## src/rtl/bp_network_deserializer_if.sv

```systemverilog
// Flit-in / message-out handshake bundle for the network deserializer.
// master is the environment side (producer + consumer), slave is the deserializer.
interface bp_network_deserializer_if #(
  parameter int unsigned flit_width_p = 24,
  parameter int unsigned data_width_p = 40
);
  logic                    valid_i;
  logic [flit_width_p-1:0] data_i;
  logic                    ready_o;
  logic                    valid_o;
  logic [data_width_p-1:0] data_o;
  logic                    mismatch_o;
  logic                    yumi_i;

  modport master (
    output valid_i, data_i, yumi_i,
    input  ready_o, valid_o, data_o, mismatch_o
  );

  modport slave (
    input  valid_i, data_i, yumi_i,
    output ready_o, valid_o, data_o, mismatch_o
  );
endinterface

```

## src/rtl/bp_network_deserializer.sv

```systemverilog
// Reassembles N narrow {dest, src, payload} flits (LSB chunk first) into one wide
// message, presented on valid/yumi with a header-consistency flag.
module bp_network_deserializer #(
  parameter int unsigned dest_id_width_p     = 4,
  parameter int unsigned src_id_width_p      = 4,
  parameter int unsigned source_data_width_p = 40,
  parameter int unsigned packet_data_width_p = 16
) (
  input  logic                         clk_i,
  input  logic                         reset_i,
  bp_network_deserializer_if.slave     bus
);
  localparam int unsigned P  = packet_data_width_p;
  localparam int unsigned S  = source_data_width_p;
  localparam int unsigned H  = dest_id_width_p + src_id_width_p;
  localparam int unsigned N  = S / P + 1;
  localparam int unsigned T  = P * N;
  localparam int unsigned F  = P + H;
  localparam int unsigned CW = $clog2(N + 1);

  typedef enum logic {COLLECT = 1'b0, FULL = 1'b1} state_e;

  state_e          state_q, state_d;
  logic [CW-1:0]   cnt_q, cnt_d;
  logic [T-1:0]    asm_q, asm_d;
  logic [H-1:0]    hdr_q, hdr_d;
  logic            err_q, err_d;

  logic            accept;
  logic [H-1:0]    flit_hdr;
  logic [P-1:0]    flit_pay;

  assign flit_hdr = bus.data_i[F-1 -: H];
  assign flit_pay = bus.data_i[P-1:0];
  assign accept   = bus.valid_i & bus.ready_o;

  always_ff @(posedge clk_i) begin
    if (!reset_i) begin
      state_q <= COLLECT;
      cnt_q   <= '0;
      asm_q   <= '0;
      hdr_q   <= '0;
      err_q   <= 1'b0;
    end else begin
      state_q <= state_d;
      cnt_q   <= cnt_d;
      asm_q   <= asm_d;
      hdr_q   <= hdr_d;
      err_q   <= err_d;
    end
  end

  // Next-state: collect chunks into the slot selected by the flit count.
  always_comb begin
    state_d = state_q;
    cnt_d   = cnt_q;
    asm_d   = asm_q;
    hdr_d   = hdr_q;
    err_d   = err_q;
    unique case (state_q)
      COLLECT: begin
        if (accept) begin
          for (int unsigned k = 0; k < N; k++) begin
            if (cnt_q == CW'(k)) asm_d[k*P +: P] = flit_pay;
          end
          if (cnt_q == '0) begin
            hdr_d = flit_hdr;
            err_d = 1'b0;
          end else begin
            err_d = err_q | (flit_hdr != hdr_q);
          end
          if (cnt_q == CW'(N - 1)) begin
            cnt_d   = '0;
            state_d = FULL;
          end else begin
            cnt_d = cnt_q + CW'(1);
          end
        end
      end
      FULL: begin
        if (bus.yumi_i) begin
          // A flit arriving with yumi starts the next message immediately.
          if (accept) begin
            asm_d[P-1:0] = flit_pay;
            hdr_d        = flit_hdr;
            err_d        = 1'b0;
            if (N == 1) begin
              cnt_d   = '0;
              state_d = FULL;
            end else begin
              cnt_d   = CW'(1);
              state_d = COLLECT;
            end
          end else begin
            cnt_d   = '0;
            state_d = COLLECT;
          end
        end
      end
      default: state_d = COLLECT;
    endcase
  end

  assign bus.ready_o    = (state_q != FULL) | bus.yumi_i;
  assign bus.valid_o    = (state_q == FULL);
  assign bus.data_o     = asm_q[S-1:0];
  // The serializer copies the header from the message's top bits, so they must agree.
  assign bus.mismatch_o = err_q | (hdr_q != asm_q[S-1 -: H]);
endmodule

```

## src/flat_wrapper.sv

```systemverilog
// flat-port wrapper written by rule: the top's interface ports become plain ports
module bp_network_deserializer_flat 
#(
  parameter int unsigned dest_id_width_p     = 4,
  parameter int unsigned src_id_width_p      = 4,
  parameter int unsigned source_data_width_p = 40,
  parameter int unsigned packet_data_width_p = 16
)
  (clk_i, reset_i, bus_valid_i, bus_data_i, bus_yumi_i, bus_ready_o, bus_valid_o, bus_data_o, bus_mismatch_o);
  bp_network_deserializer_if bus_i ();
  input  logic clk_i;
  input  logic reset_i;
  input wire logic [$bits(bus_i.valid_i)-1:0] bus_valid_i;
  input wire logic [$bits(bus_i.data_i)-1:0] bus_data_i;
  input wire logic [$bits(bus_i.yumi_i)-1:0] bus_yumi_i;
  output wire logic [$bits(bus_i.ready_o)-1:0] bus_ready_o;
  output wire logic [$bits(bus_i.valid_o)-1:0] bus_valid_o;
  output wire logic [$bits(bus_i.data_o)-1:0] bus_data_o;
  output wire logic [$bits(bus_i.mismatch_o)-1:0] bus_mismatch_o;
  assign bus_i.valid_i = bus_valid_i;
  assign bus_i.data_i = bus_data_i;
  assign bus_i.yumi_i = bus_yumi_i;
  assign bus_ready_o = bus_i.ready_o;
  assign bus_valid_o = bus_i.valid_o;
  assign bus_data_o = bus_i.data_o;
  assign bus_mismatch_o = bus_i.mismatch_o;
  bp_network_deserializer #(.dest_id_width_p(dest_id_width_p), .src_id_width_p(src_id_width_p), .source_data_width_p(source_data_width_p), .packet_data_width_p(packet_data_width_p)) u_core (.clk_i(clk_i), .reset_i(reset_i), .bus(bus_i));
endmodule
```

## config.mk

```make
export PLATFORM = sky130hd
export DESIGN_NAME = bp_network_deserializer_flat
export DESIGN_NICKNAME = d
export VERILOG_FILES = /design/src/rtl/bp_network_deserializer_if.sv /design/src/rtl/bp_network_deserializer.sv /design/src/flat_wrapper.sv
export SDC_FILE = /design/constraint.sdc
export NUM_CORES = 1
export LEC_CHECK = 0
export ABC_CLOCK_PERIOD_IN_PS = 3500
export BUFFER_PORTS_ARGS = -buffer_cell sky130_fd_sc_hd__buf_2
export CAP_MARGIN = 20
export CORE_UTILIZATION = 54
export DETAILED_ROUTE_END_ITERATION = 7
export PLACE_DENSITY = 0.84
export SYNTH_ARGS = -nofsm -noshare
export SYNTH_HDL_FRONTEND = slang
export SYNTH_SLANG_ARGS = --single-unit
```

## constraint.sdc

```tcl
create_clock -name clk_i -period 3.5 [get_ports clk_i]
set_input_delay 0.7 -clock clk_i [delete_from_list [all_inputs] [get_ports clk_i]]
set_output_delay 0.7 -clock clk_i [all_outputs]
set_load 0.01 [all_outputs]
```

Yosys cells after proc, flatten, opt, wreduce, memory -nomap -nowiden
Index checks and enable logic that the tools add are counted.
Storage, ports and cells
  output and inout bits: 43
  register bits: 52
  logic and storage cells: 51
  bits of input ports: 28
Operators by class
  $add $sub $neg: 1
  bitwise operators: 5
  reductions and logical operators: 6
  muxes and demuxes: 24
  eq/ne operators: 8
Operators with widths (number)
  $mux 16: 4
  $mux 8: 4
  $pmux 16 s2: 1
  $ne 8x8->1: 2
  $pmux 8 s2: 1
  $reduce_and 3->1: 3
  $mux 1: 8
  $mux 2: 3
  $ne 2x1->1 const B: 2
  $ne 2x2->1 const B: 2
  $pmux 1 s2: 2
  $pmux 2 s2: 1
  $reduce_and 4->1: 1
  $or 1x1->1: 3
  $add 2x1->2 const B: 1
  $eq 2x1->1 const B: 1
  $eq 2x2->1 const B: 1
  $logic_not 2->1: 1
  $reduce_and 2->1: 1
  $and 1x1->1: 1
  $not 1->1: 1

Depth between registers and ports, before layout
Gate-level depths: netlist of the first run.
  depth after elaboration: 6
  mapped depth: 6

Least setup slack after synthesis of the first run
No wires, ideal clock.
  path type: in2out
  start: input port bus_yumi_i
  end: output port bus_ready_o
  arrival: 0.901 ns
  cell stages on the path: 1
  path slack: 1.899 ns
  required time: 2.800 ns
  cells stage by stage: nand2b_1
On the way
  cells in the longest elaborated chain, start to end: 1
RTL lines
  from (decl): line flat_wrapper.sv:15  | input wire logic [$bits(bus_i.yumi_i)-1:0] bus_yumi_i;
  $or 1x1->1: line bp_network_deserializer.sv:104  | assign bus.ready_o = (state_q != FULL) | bus.yumi_i;
  to (decl): line flat_wrapper.sv:16  | output wire logic [$bits(bus_i.ready_o)-1:0] bus_ready_o;
Every way passes these cells.

Worst setup path after layout of the first run
  start: register u_core.hdr_q[6]
  end: output port bus_mismatch_o
On the way
  cells in the longest elaborated chain, start to end: 2
RTL lines
  from (decl): line bp_network_deserializer.sv:26  | logic [H-1:0] hdr_q, hdr_d;
  from (signal assigned): line bp_network_deserializer.sv:48  | hdr_q <= hdr_d;
  $ne 8x8->1: line bp_network_deserializer.sv:108  | assign bus.mismatch_o = err_q | (hdr_q != asm_q[S-1 -: H]);
  $or 1x1->1: line bp_network_deserializer.sv:108
  to (decl): line flat_wrapper.sv:19  | output wire logic [$bits(bus_i.mismatch_o)-1:0] bus_mismatch_o;
Every way passes these cells.

==> flow_summary.toml, run 1 <==
[status]
status = "finished clean"

[clock_network]
clkSlewWorstSetupHoldPaths_ps = 90
cts_max_level = 2
clockBufferDepth = 2
cts_made_buffers = 5
clk_latency_ps = 310
cts_root_buf = "clkbuf_8"
cts_tree = "yes"
cts-resized-gates = 0
cts_setup_buffers = 0
cts-hold-fix-buffers = 0
clock_sinks = 52

[power_and_ir_drop]
p_sw_share_pct = 23.2
internal_power_mw = 1.06
peakVddDrop_mv = 0.310
p_leak_nw = 1.19
p_clk_share_pct = 40.2
p_sw_mw = 0.319
seq_power_share_pct = 47.0
power.total_mw = 1.38
power_density_nw_per_um2 = 511
power.share.combinational_pct = 12.8

[setup_path]
crit_slowest_cell = "dfxtp_1"
crit_type = "reg2out"
cp.arrival_ps = 1370
cp-start-kind = "flip-flop"
crit_required_ps = 2800
path_max_fanout = 3
slowest_delay_ps = 400
path_cells = "xnor2_1, nand4_1, nor3_1, nand4_1, buf_2"
critPathCaptureType = "output port"
r2r_cells = 4
crit_top_cell = "nand4_1"
reg2reg_from = "u_core.bus.valid_o"
critPathLaunch = "u_core.hdr_q[6]"

[layout]
drive_above_1_share_pct = 26.4
multiInputGateArea_um2 = 1070
n_antenna_cell = 0
fill_cells = 292
layout.nets = 345
post-route-util_pct = 71.4
area_delta_synth_final_pct = 23.0
ff_latch_area_um2 = 1040

[die]
rows = 22
coreArea_um2 = 3770
dieArea_um2 = 4310
pin_count = 71
die_w_um = 65.7
start_util_pct = 58.1
die_h_um = 65.7

[global_routing]
grt_pass1_wl_um = 7740
grt_pass1_vias = 1669
grt_usage_pct = 23.8
grt-ovfl-total = 0
grt_max_degree = 53
antenna_found_initial = 0

[synthesis]
synth_seq_cells = 52
synth_xor_xnor_area_share_pct = 6.40
yosysUniqueCellTypes = 25
synth_top_family_by_area = "simple AND/OR/NAND/NOR gates"
synth.avg_cell_area_um2 = 8.65
synth_fa_ha_area_share_pct = 0
synth_simple_gate_area_share_pct = 22.6
syn-num-nets = 281
ys_seq_area_share_pct = 47.5
yosys_warnings = 0
synth_mux_area_share_pct = 0
syn_inst = 253
synth-compound-area-share_pct = 20.1
syn_area_um2 = 2190

[route]
wl_um = 4810
firstDrtPassIters = 4
ant_nets = 0
wire_per_inst_um = 13.1
drcViolationCount = 0
viasPerCell = 5.14
vias = 1883
drtIter0Drc = 97

[place]
gp_congestion = 0.826
io_buffers = 70
dp_hpwl_um = 3290

[timing]
fin_crit_sh_pct = 59.2
rsz0062_at_grt = "no"
worst_slew_pin_slew_ps = 715
finalHoldViolations = 0
slew_viol_final = 0
fmax_mhz = 483
max_slew_margin_pct = 52.3
fin_setup_tns_ps = 0
finalClockSkew_ps = 7.76
period_minus_slack_ps = 2070
finalSetupViolCount = 0

[worst_hold_path]
hold_depth = 2
hold_path.class = "reg2reg"
min_from = "u_core.asm_q[3]"

[flow_run]
maxCapViolCount = 0
worst max-delay path: cells and delay by family (launching register included):
kind                      cells  cell delay (ps)
xor gates and xnor gates      1              130
and+or+nand+nor               3              390
DFF                           1              400
buffers and inverters         1              140
flip-flops by register name (all words and copies together) (netlist names):
signal	cells
u_core.hdr_q	8
u_core.bus.valid_o	1
u_core.asm_q	40
u_core.err_q	1
u_core.cnt_q	2
synth_stat cells, drive strengths merged:
master	n	area share [%]
o21ai	2	0.46
nor3b	2	1.4
dfxtp	52	48
buf	8	2.3
xor2	9	3.6
a31oi	1	0.57
clkbuf	6	1.0
a21oi	3	0.69
nor2b	2	0.57
nand2	97	17
nand3b	2	0.69
a211oi	1	0.34
nor4b	1	1.1
nand2b	3	0.86
o211a	1	0.46
xnor2	7	2.8
a21boi	50	17
nand4	2	0.57
nor4	2	0.57
nor3	1	0.23
a31o	1	0.40
cell usage in the layout (no fill, tap or decap):
master,count
bufinv_16,3
nor4_1,2
buf_2,70
a21boi_0,5
o21ai_0,2
nor4b_4,1
nor2b_1,2
nand2b_1,3
o211a_1,1
nor3b_2,1
nor3b_4,1
a31o_2,1
nand4_1,2
dfxtp_1,52
clkbuf_8,5
nand2_1,97
a31oi_2,1
xnor2_1,7
a21boi_1,45
nor3_1,1
a21oi_1,3
xor2_1,9
buf_4,1
nand3b_1,2
a211oi_1,1
cells by family after synthesis:
kind of cell,Yosys count
flops,52
buf+inv,14
compound gates,59
simple gates,112
xor+xnor,16
power by group through the flow:
stage | registers [mW] | clock network (mW) | logic (mW)
finish | 0.647 | 0.553 | 0.177
global route | 0.651 | 0.585 | 0.196
CTS | 0.647 | 0.556 | 0.178
detailed placement | 0.660 | 0 | 0.177
global placement | 0.660 | 0 | 0.174
floorplan | 0.665 | 0 | 0.107
through the flow:
| step | instance area [um2] | hold slack [ps] | instances | worst slack, ps |
|---|---|---|---|---|
| 3_5_place_dp | 2530 | 445 | 358 | 1530 |
| 3_3_place_gp | 2530 | 438 | 358 | 1520 |
| 5_1_grt | 2690 | 477 | 366 | 1340 |
| 6_report | 2690 | 455 | 366 | 1430 |
| 4_1_cts | 2690 | 457 | 366 | 1420 |
| 2_1_floorplan | 2190 | 470 | 253 | 1900 |
layout make-up:
class                      instances  share of cell area (%)
clock inverter                     3                    3.35
multi-input combinational        187                    39.9
clock buffer                       5                    2.56
tap                               48                    2.23
timing repair buffer              71                    13.3
sequential                        52                    38.7
per-layer routing:
metal  GRT usage, %  up-vias  routed length (um)
li1               -      955                   -
met1           32.6      872                2310
met2           36.1       51                2210
met3           5.21        5                 236
met4           8.97        0                  54
met5              0        -                   0
path summary, 6_finish.rpt:
kind / to / slack (ps)
hold / removal: u_core.asm_q[3] / 450
hold reg to reg: u_core.asm_q[3] / 450
setup reg to reg: u_core.asm_q[24] / 1850
setup / recovery: bus_mismatch_o / 1430
(Power assumes the default switching activity.)
==> inputs of run 2 (changes only) <==
ABC_AREA = 1   (was default)
ABC_CLOCK_PERIOD_IN_PS = 1850   (was 3500)
CORE_UTILIZATION = 44   (was 54)
PLACE_DENSITY = 0.74   (was 0.84)
clock period = 1.85 ns   (was 3.5 ns; I/O delays follow)
==> run 2 against run 1 <==
Compared with the run above: highest routed layer unchanged; wire length is 4.1% higher; worst hold slack worse by 150 ps; global-route usage down 2.4 points; clock power rose by 22%; setup slack worse by 1300 ps; via count is 3.8% higher; largest power group unchanged; critical path depth rose by 1; the flow now finishes with violations (DRC); register-to-register slack worse by 1300 ps; total power rose by 71%.
==> flow_summary.toml, run 2 <==
[timing]
slew_viol_final = 0
finalSetupViolCount = 0
finalHoldViolations = 0
period_minus_slack_ps = 1710
fin_crit_sh_pct = 92.5
max_slew_margin_pct = 73.9
fmax_mhz = 584
hold_ws_ps = 300
finalClockSkew_ps = 5.53
rsz0062_at_grt = "no"
worst_slew_pin_slew_ps = 391
fin_setup_tns_ps = 0

[global_routing]
grt-ovfl-total = 0
grt_pass1_wl_um = 8350
grt_usage_pct = 21.4
grt_pass1_vias = 1784
antenna_found_initial = 0
grt_max_degree = 22

[worst_hold_path]
hold_path.class = "in2reg"

[synthesis]
syn_area_um2 = 2090
yosysTopAreaCellShare_pct = 49.7
synth_common_cells = "77 x nor2_1, 52 x dfxtp_1, 43 x o21ai_0, 27 x nand2_1, 18 x inv_1"
yosys_warnings = 0
synth.avg_cell_area_um2 = 7.53
synth-main-ff-cell = "dfxtp_1"
synth.most_common_cell = "nor2_1"
ys_seq_area_share_pct = 49.7
yosysUniqueCellTypes = 24
synth-edff-count = 0
syn-num-nets = 306
synth_seq_cells = 52
ys_async_sr_fraction_pct = 0
syn_inst = 278
yosys.area.top_type = "dfxtp_1"
yosys-top-cells-area = "dfxtp_1 50%, nor2_1 14%, o21ai_0 10%, nand2_1 4.8%, a21oi_1 3.6%"

[route]
drtIter0Drc = 119
wl_um = 5010
drcViolationCount = 5
ant_nets = 0
viasPerCell = 4.89
firstDrtPassIters = 6
wire_per_inst_um = 12.5
vias = 1955

[power_and_ir_drop]
peakVddDrop_mv = 0.563
p_leak_nw = 1.26
power_density_nw_per_um2 = 920

[clock_network]
clockBufferDepth = 2
cts_setup_buffers = 0
cts_made_buffers = 5
cts-hold-fix-buffers = 0
clk_latency_ps = 310
cts_tree = "yes"
cts_max_level = 2
cts-resized-gates = 0
clkSlewWorstSetupHoldPaths_ps = 90
clock_sinks = 52
cts_root_buf = "clkbuf_8"

[place]
dp_hpwl_um = 3560
gp_congestion = 0.787
io_buffers = 70

[setup_path]
cp.arrival_ps = 1340
cp-start-kind = "flip-flop"
critPathCaptureType = "output port"
crit_slowest_cell = "dfxtp_1"
path_cells = "inv_1, nand2_1, nand3_1, nor3_1, nand4_1, buf_2"
path_max_fanout = 4
crit_required_ps = 1480
crit_type = "reg2out"
slowest_delay_ps = 380

[die]
start_util_pct = 46.8
coreArea_um2 = 4470
die_w_um = 71.0
die_h_um = 71.0
pin_count = 71
rows = 24
dieArea_um2 = 5040

[status]
violations = "DRC"
status = "finished, violations left"

[layout]
top_regs = "u_core.asm_q (40), u_core.hdr_q (8), u_core.cnt_q (2)"
drive_above_1_share_pct = 26.4
largest_register_ffs = 40
regMostFlops = "u_core.asm_q"
area_delta_synth_final_pct = 22.2
final_cell_mix = "77 x nor2_1, 70 x buf_2, 52 x dfxtp_1, 43 x o21ai_0, 27 x nand2_1"
layout_commonest_cell = "nor2_1"
layout.nets = 375
n_antenna_cell = 0

[flow_run]
maxCapViolCount = 0
## run 2: logic make-up after synthesis
logic type | count (synthesis) | share of synthesized area [%]
AO/OA/AOI/OAI | 67 | 16.7
XOR/XNOR | 7 | 2.93
buffers and inverters | 35 | 7.89
flip-flops | 52 | 49.7
AND/OR/NAND/NOR | 117 | 22.8
## run 2: worst max-delay path, delay by kind of cell, from the launching register on
kind                   cells  cell delay (ps)
and+or+nand+nor            4              440
DFF                        1              380
buffers and inverters      2              230
## run 2: power breakdown
group	switching, mW	internal (mW)
clock network	0.369	0.305
registers	0.0549	1.21
logic	0.249	0.165
total	0.673	1.68
## run 2: final timing paths
check,slack [ps],end,cells after the start,startpoint
setup / recovery,140,bus_mismatch_o,6,u_core.hdr_q[0]
hold / removal,300,u_core.asm_q[25],3,bus_data_i[9]
setup reg to reg,520,u_core.asm_q[28],6,u_core.bus.valid_o
hold reg to reg,460,u_core.err_q,2,u_core.err_q
## run 2: area by class of cell
class	instances	area, um2
Inverter	22	82.6
Multi-Input combinational cell	191	887
Fill cell	440	1920
Clock inverter	1	7.51
Clock buffer	7	86.3
Sequential cell	52	1040
Tap cell	52	65.1
Timing Repair Buffer	75	388
## run 2: through the flow
stage	power, mW	cells	area (um2)	setup WS (ps)	util, %
final	2.35	400	2560	139	57.2
after global routing	2.49	400	2560	8.96	57.2
after CTS	2.37	400	2560	133	57.2
after detailed placement	1.70	392	2460	472	55.1
after global placement	1.69	392	2460	484	55.1
after floorplan	1.55	278	2090	612	-
## run 2: layer usage
layer	wire [um]	GRT usage, %	up-vias
met5	0	0	-
met4	89	8.67	0
met3	365	7.12	9
met2	2220	31.9	67
met1	2330	28.5	860
li1	-	-	1019
==> inputs of run 3 (changes only) <==
CORE_MARGIN = 2   (was default)
==> run 3 against run 2 <==
Compared with the run above: the run now ends clean; sequential share of layout area fell by 0.080 points; sequential cell count did not move; critical path depth did not move; critical path type unchanged; die area rose by 5.7%; worst hold slack improved by 9.0 ps; cell count rose by 0.25%; total power rose by 0.25%.
==> flow_summary.toml, run 3 (same netlist as run 2, synthesis figures left out) <==
[die]
pin_count = 71
coreArea_um2 = 4660
start_util_pct = 44.9
rows = 25
die_h_um = 73.0
die_w_um = 73.0
dieArea_um2 = 5330

[timing]
finalHoldViolations = 0
fin_crit_sh_pct = 90.1
worst_slew_pin_slew_ps = 382
fin_setup_tns_ps = 0
rsz0062_at_grt = "no"
period_minus_slack_ps = 1670
slew_viol_final = 0
max_slew_margin_pct = 74.5
hold_ws_ps = 309
fmax_mhz = 600
finalClockSkew_ps = 7.02
finalSetupViolCount = 0

[clock_network]
clkSlewWorstSetupHoldPaths_ps = 90
cts_tree = "yes"
clock_sinks = 52
cts-hold-fix-buffers = 0
cts_max_level = 2
cts_setup_buffers = 0
cts_made_buffers = 5
clockBufferDepth = 2
clk_latency_ps = 300
cts_root_buf = "clkbuf_8"
cts-resized-gates = 0

[place]
placed_cells_incl_taps = 394
dp_hpwl_um = 3520
io_buffers = 70
gp_congestion = 0.866

[global_routing]
grt_pass1_vias = 1821
grt.busiest_layer = "met2"
met1_usage_pct = 24.9
grt_pass1_wl_um = 8140
grt-ovfl-total = 0
grt_usage_pct = 19.5
antenna_found_initial = 0
grt_max_degree = 24
use_met3_pct = 6.77
use_met2_pct = 31.1

[setup_path]
path_max_fanout = 4
cp.arrival_ps = 1300
crit_type = "reg2out"
critPathCaptureType = "output port"
cp-start-kind = "flip-flop"
crit_required_ps = 1480

[route]
viasPerCell = 4.86
drtIter0Drc = 110
vias = 1948
wl_um = 4900
ant_nets = 0
wire_per_inst_um = 12.2
drcViolationCount = 0
firstDrtPassIters = 4

[power_and_ir_drop]
p_leak_nw = 1.27
peakVddDrop_mv = 0.424
power_density_nw_per_um2 = 920
power.total_mw = 2.36

[layout]
n_antenna_cell = 0
top_regs = "u_core.asm_q (40), u_core.hdr_q (8), u_core.cnt_q (2)"
area_delta_synth_final_pct = 22.4
largest_register_ffs = 40
layout_commonest_cell = "nor2_1"
regMostFlops = "u_core.asm_q"
fill_cells = 449
post-route-util_pct = 55.0
layout.nets = 375
final_cell_mix = "77 x nor2_1, 70 x buf_2, 52 x dfxtp_1, 43 x o21ai_0, 27 x nand2_1"
drive_above_1_share_pct = 26.5
fin_cells = 401

[status]
status = "finished clean"

[flow_run]
maxCapViolCount = 0

[worst_hold_path]
hold_path.class = "in2reg"
## run 3: cell type report
| class | instances | area [um2] | share of cell area [%] |
|---|---|---|---|
| clock buffers | 7 | 96.3 | 3.76 |
| inverters | 22 | 82.6 | 3.22 |
| multi-input cells | 191 | 887 | 34.6 |
| flip-flops and latches | 52 | 1040 | 40.6 |
| well taps | 54 | 67.6 | 2.64 |
| repair buffers | 75 | 388 | 15.1 |
## run 3: where the power goes
| group | switching [mW] | internal (mW) |
|---|---|---|
| logic | 0.247 | 0.165 |
| clock network | 0.350 | 0.334 |
| registers | 0.0539 | 1.21 |
| total | 0.650 | 1.71 |
## run 3: worst paths after layout
path	endpoint	cells after the start	slack (ps)	startpoint
setup / recovery	bus_mismatch_o	6	180	u_core.hdr_q[0]
hold / removal	u_core.asm_q[8]	3	310	bus_data_i[8]
setup reg to reg	u_core.asm_q[32]	4	490	u_core.bus.valid_o
hold reg to reg	u_core.err_q	2	460	u_core.err_q
## run 3: metrics by stage
stage / area [um2] / worst slack, ps
final: 2560 / 184
after global routing: 2560 / 70.9
after CTS: 2560 / 166
after detailed placement: 2470 / 456
after global placement: 2470 / 506
after floorplan: 2090 / 612
## run 3: metal layers
metal	vias up	part of all wire [%]
met2	57	43
met1	868	48
met4	0	1.0
li1	1019	-
met5	-	0
met3	4	7.6
## run 3: critical path: stages, from the launching register on
cell and delay, ps:
dfxtp_1 370, inv_1 70, nand2_1 50, nand3_1 60
nor3_1 210, nand4_1 90, buf_2 150
